--- src/rtl/exibicao_pkg.sv ---
// Shared state codes for the sequence playback unit; the game control unit
// decodes db_estado with these same constants.
package exibicao_pkg;

    typedef enum logic [2:0] {
        OCIOSO  = 3'd0,
        CARREGA = 3'd1,
        ACENDE  = 3'd2,
        APAGA   = 3'd3,
        AVANCA  = 3'd4,
        FIM     = 3'd5
    } estado_t;

    localparam logic [3:0] DB_ILEGAL = 4'hF;

    // Timer only ever reaches max(T_ON,T_OFF)-1; keep at least one bit.
    function automatic int unsigned largura_timer(input int unsigned a, input int unsigned b);
        int unsigned m;
        m = (a > b) ? a : b;
        return (m < 2) ? 1 : $clog2(m);
    endfunction

endpackage

--- src/rtl/contador_tempo.sv ---
// Up-counter with synchronous clear and a flag raised when it equals a given value.
module contador_tempo #(
    parameter int unsigned WIDTH = 4
) (
    input  logic             clk_i,
    input  logic             rst_n_i,
    input  logic             zera_i,
    input  logic             conta_i,
    input  logic [WIDTH-1:0] valor_fim_i,
    output logic             fim_o
);

    logic [WIDTH-1:0] contagem_q;

    always_ff @(posedge clk_i or negedge rst_n_i) begin
        if (!rst_n_i) begin
            contagem_q <= '0;
        end else if (zera_i) begin
            contagem_q <= '0;
        end else if (conta_i) begin
            contagem_q <= contagem_q + WIDTH'(1);
        end
    end

    assign fim_o = (contagem_q == valor_fim_i);

endmodule

--- src/rtl/controle_exibicao_sequencia.sv ---
// Plays the stored pattern sequence (addresses 0..limite) onto the LEDs,
// T_ON cycles lit and T_OFF cycles blank per item, then pulses pronto.
module controle_exibicao_sequencia
    import exibicao_pkg::*;
#(
    parameter int unsigned ADDR_W = 4,
    parameter int unsigned DATA_W = 4,
    parameter int unsigned T_ON   = 500,
    parameter int unsigned T_OFF  = 250
) (
    input  logic              clock,
    input  logic              reset,
    input  logic              iniciar,
    input  logic [ADDR_W-1:0] limite,
    input  logic [DATA_W-1:0] dado_memoria,
    output logic [ADDR_W-1:0] endereco,
    output logic [DATA_W-1:0] leds,
    output logic              ativo,
    output logic              pronto,
    output logic [3:0]        db_estado
);

    localparam int unsigned   TW      = largura_timer(T_ON, T_OFF);
    localparam logic [TW-1:0] FIM_ON  = TW'(T_ON - 1);
    localparam logic [TW-1:0] FIM_OFF = TW'(T_OFF - 1);

    estado_t           estado_q, estado_d;
    logic [ADDR_W-1:0] endereco_q, endereco_d;
    logic [ADDR_W-1:0] limite_q, limite_d;
    logic              zera, conta, timer_fim;
    logic [TW-1:0]     valor_fim;

    contador_tempo #(
        .WIDTH (TW)
    ) u_timer (
        .clk_i       (clock),
        .rst_n_i     (reset),
        .zera_i      (zera),
        .conta_i     (conta),
        .valor_fim_i (valor_fim),
        .fim_o       (timer_fim)
    );

    always_ff @(posedge clock or negedge reset) begin
        if (!reset) begin
            estado_q   <= OCIOSO;
            endereco_q <= '0;
            limite_q   <= '0;
        end else begin
            estado_q   <= estado_d;
            endereco_q <= endereco_d;
            limite_q   <= limite_d;
        end
    end

    always_comb begin
        estado_d   = estado_q;
        endereco_d = endereco_q;
        limite_d   = limite_q;
        zera       = 1'b0;
        conta      = 1'b0;
        valor_fim  = FIM_ON;
        leds       = '0;
        ativo      = 1'b0;
        pronto     = 1'b0;
        db_estado  = 4'(estado_q);

        case (estado_q)
            OCIOSO: begin
                if (iniciar) estado_d = CARREGA;
            end
            CARREGA: begin
                ativo      = 1'b1;
                limite_d   = limite;
                endereco_d = '0;
                zera       = 1'b1;
                estado_d   = ACENDE;
            end
            ACENDE: begin
                ativo = 1'b1;
                leds  = dado_memoria;
                conta = 1'b1;
                if (timer_fim) begin
                    zera     = 1'b1;
                    estado_d = APAGA;
                end
            end
            APAGA: begin
                ativo     = 1'b1;
                conta     = 1'b1;
                valor_fim = FIM_OFF;
                if (timer_fim) begin
                    zera     = 1'b1;
                    estado_d = (endereco_q == limite_q) ? FIM : AVANCA;
                end
            end
            AVANCA: begin
                ativo      = 1'b1;
                endereco_d = endereco_q + ADDR_W'(1);
                zera       = 1'b1;
                estado_d   = ACENDE;
            end
            FIM: begin
                pronto   = 1'b1;
                estado_d = OCIOSO;
            end
            default: begin
                db_estado = DB_ILEGAL;
                estado_d  = OCIOSO;
            end
        endcase
    end

    assign endereco = endereco_q;

endmodule
--- config.mk ---
export PLATFORM = sky130hd
export DESIGN_NAME = controle_exibicao_sequencia
export DESIGN_NICKNAME = d
export VERILOG_FILES = /design/src/rtl/exibicao_pkg.sv /design/src/rtl/contador_tempo.sv /design/src/rtl/controle_exibicao_sequencia.sv
export SDC_FILE = /design/constraint.sdc
export NUM_CORES = 1
export LEC_CHECK = 0
export ABC_CLOCK_PERIOD_IN_PS = 2430
export CAP_MARGIN = 5
export CORE_MARGIN = 2
export CORE_UTILIZATION = 50
export CTS_CLUSTER_DIAMETER = 200
export DETAILED_ROUTE_END_ITERATION = 7
export DONT_BUFFER_PORTS = 1
export PLACE_DENSITY_LB_ADDON = 0.08
export SYNTH_ARGS = -nofsm -noshare
export SYNTH_HDL_FRONTEND = slang
export SYNTH_HIERARCHICAL = 1
export SYNTH_SLANG_ARGS = --single-unit
--- constraint.sdc ---
create_clock -name clock -period 2.43 [get_ports clock]
set_input_delay 0.243 -clock clock [delete_from_list [all_inputs] [get_ports clock]]
set_output_delay 0.243 -clock clock [all_outputs]
set_load 0.03 [all_outputs]
==> impl_results.md <==
* Largest net degree at the start of global routing at 21
* Final weighted congestion in routability-driven placement at 0.7976
* Share of synthesized registers carrying an async set or reset at 100.0%
* Share of the clock period used by the worst path after layout at 93.95%
* Synthesized area per cell at 9.356 um^2
* First-pass GRT wire length at 4.719 mm
* Core utilization of the finished layout at 60.75%
* Die Footprint at 0.002964 mm^2
* Count of clock tree sinks at 20
* Iteration-0 DRC Markers at 9
* Ratio of cells with drive above 1 in the final layout at 25.85%
* Clk Tree Root Cell: clkbuf_4
* Final cell count without fillers at 177
* Critical hold path startpoint: limite[0]
* Diodes inserted at 0
* Post-synth design cell area at 0.001272 mm^2
* Top library cells by usage in the layout, fill and taps aside: 20 x dfrtp_1, 14 x xnor2_1, 12 x nor2_1, 12 x buf_4, 7 x o21ai_0
* Number of clock buffers inserted by TritonCTS at 3
* Drt pass-1 iters at 4
* Clock tree from TritonCTS: done
* Hold/Removal Path Class: input port to flop
* Initial antenna violation count at 0
* Maximum fanout along the worst path at 4
* Number of synthesized flops with an enable pin at 0
* Final routed wirelength across all metal layers at 2.806 mm
* Vias in the first global route at 983
* Multi-input combinational cell area at 783.3 um^2
* Worst Tran Pin Value at 0.8932 ns
* WS Path Type: flop to flop
* Total of endpoints with negative setup slack in the final report at 0
* Outcome: finished, final reports clean
* Final total negative setup slack at 0 ns
* Count of yosys warnings during synthesis at 6
* Launch point of the worst reg-to-reg path: estado_q[2]
* Crit path DAT at 2.53 ns
* Most common cell after layout, fill and taps aside: dfrtp_1
* Max Cap Violations at 0
* Count of mapped cells out of synthesis at 136
* Post-Route Skew at 0.004600 ns
* Setup crit start: estado_q[2]
* Clk slew on worst S/H paths at 0.12 ns
* Register area share after synthesis at 39.33%
* Max Clock Freq at 438.0 MHz
* Core area at 0.002455 mm^2
* Die extent in y at 54.45 um
* Startpoint Class: flop
* Final Max Tran Viols at 0
* Initial Util at 51.83%
* Dominant synthesized flop cell: dfrtp_1
* Floorplan row count at 18
* Estimated wirelength of the detail-placed design at 1.946 mm
* Number of distinct library cells after synthesis at 40
* Depth of the CTS H-tree at 1
* Syn-to-layout area delta at 17.21%
* Vias per std cell at 5.667
* Buffer depth of the longest clock path at 2
* Post-layout min period at 2.283 ns
* Sequential cell area at 500.5 um^2
* Aggregate global routing overflow at 0
* Vias after detailed routing at 1,003
* Final layout net count at 161
* Horizontal die dimension at 54.45 um
* Final hold viol count at 0
* FF+latch count, synth at 20
* Max IR drop VDD at 0.6042 mV
* WL/cell at 15.85 um
* Source-to-sink clock delay at the later pin of the worst-skew pair at 0.30 ns
* Power per standard cell area at 975.0 mW/mm^2
* Worst Path Required at 2.67 ns
* I/O pins at 25
* Placed cells at 169
* Type of destination of the critical path: flop
* Port Buffers at 0
* Worst-case headroom to the max-slew limit at 40.26%
* Antenna Violating Nets Remaining at 0
* Post-detailed-route DRC marker count at 0
* Leakage power total at 0.6454 nW
* Filler cell count at 231
* Global-route total usage across every layer at 22.66%
worst max-delay path, cell delays in order, from the launching register on:
cell	delay (ns)
dfrtp_1	0.43
inv_4	0.06
and3_4	0.18
inv_1	0.06
xnor2_1	0.14
nand3_1	0.13
nor4_4	0.28
nand3_2	0.14
o21ai_4	0.11
o211ai_2	0.13
or4_4	0.43
a21oi_2	0.13
Yosys cell counts (2+ instances only):
cell type	count	share of area [%]
buf_4	2	1.2
and2_1	4	2.0
ha_1	2	2.0
mux2i_1	2	1.6
or3_1	2	0.98
buf_2	4	1.6
nor2_1	12	3.5
nand2_1	6	1.8
dfrtp_1	20	39
or2_2	2	0.98
inv_2	2	0.59
xnor2_1	14	9.6
nand3_1	4	1.6
conb_1	2	0.59
or4_1	2	1.2
clkbuf_1	3	0.88
a21oi_1	8	3.1
a21o_1	2	1.2
mux2_4	4	4.7
nor3_1	2	0.79
o31ai_1	2	1.2
a211oi_1	2	1.2
xor2_1	4	2.8
nand4_1	4	2.0
o21ai_0	8	3.1
and3_1	3	1.5
power breakdown:
group | switching, W | internal (W) | leakage [nW] | total (W)
Clock | 0.000106 | 0.000167 | 0.0279 | 0.000273
Combinational | 0.000344 | 0.000282 | 0.365 | 0.000627
Sequential | 0.000132 | 0.000423 | 0.253 | 0.000555
Total | 0.000582 | 0.000872 | 0.645 | 0.00145
final cells by class:
type,count,share of cell area (%)
Tap cell,30,2.517
Multi-Input combinational cell,106,52.52
Sequential cell,20,33.56
Inverter,4,1.174
Timing Repair Buffer,13,6.711
Clock inverter,1,2.013
Clock buffer,3,1.510
flip-flops by register name, summed over array words and instances, names as in the netlist:
name                flops
endereco                4
limite_q                4
estado_q                3
u_timer/contagem_q      9
metal layers:
| metal | vias up | wire, um | track usage (%) |
|---|---|---|---|
| met2 | 19 | 1489 | 36.35 |
| met5 | - | 0 | 0 |
| met3 | 4 | 78 | 4.098 |
| li1 | 488 | - | - |
| met1 | 492 | 1202 | 29.76 |
| met4 | 0 | 35 | 10.00 |
repair_timing:
| item | 4_1_cts | 5_1_grt |
|---|---|---|
| gates cloned | 0 | 0 |
| hold buffers | 1 | 0 |
| buffers inserted | 0 | 3 |
| hold endpoints to repair | 20 | 0 |
| gates resized for setup | 2 | 7 |
| pin swaps | 0 | 9 |
| endpoints found under the setup margin | 1 | 4 |
cell families (layout without fill, tap and decap cells):
logic type      count (synthesis)  count (layout)  synth area share [%]
fa+ha+maj                       2               2                 1.966
compound gates                 27              27                 13.67
other cells                     2               6                0.5902
flops                          20              20                 39.33
xor+xnor                       18              18                 12.39
simple gates                   47              47                 19.86
buf+inv                        14              21                 5.900
mux                             6               6                 6.293
worst paths after layout:
| check | cells after the start | slack, ns | endpoint |
|---|---|---|---|
| min in group asynchronous | 1 | 0.50 | limite_q[2] |
| max in group asynchronous | 1 | 1.39 | endereco[0] |
| worst max-delay path | 11 | 0.15 | u_timer/contagem_q[7] |
| worst min register to register | 1 | 0.56 | limite_q[1] |
| worst min-delay path | 1 | 0.08 | limite_q[0] |
| worst max register to register | 11 | 0.15 | u_timer/contagem_q[7] |
per-stage QoR:
stage	area (um^2)	total power, W	hold slack, ns	worst slack (ns)
5_1_grt	1491	0.001558	0.05173	-0.008903
2_1_floorplan	1329	0.001034	-0.05259	0.005759
4_1_cts	1440	0.001432	0.06395	0.002796
3_3_place_gp	1365	0.001118	-0.05209	0.1472
6_report	1491	0.001454	0.07721	0.1470
3_5_place_dp	1365	0.001142	-0.05213	0.01351
No activity file was read; power rests on OpenSTA's default activity.
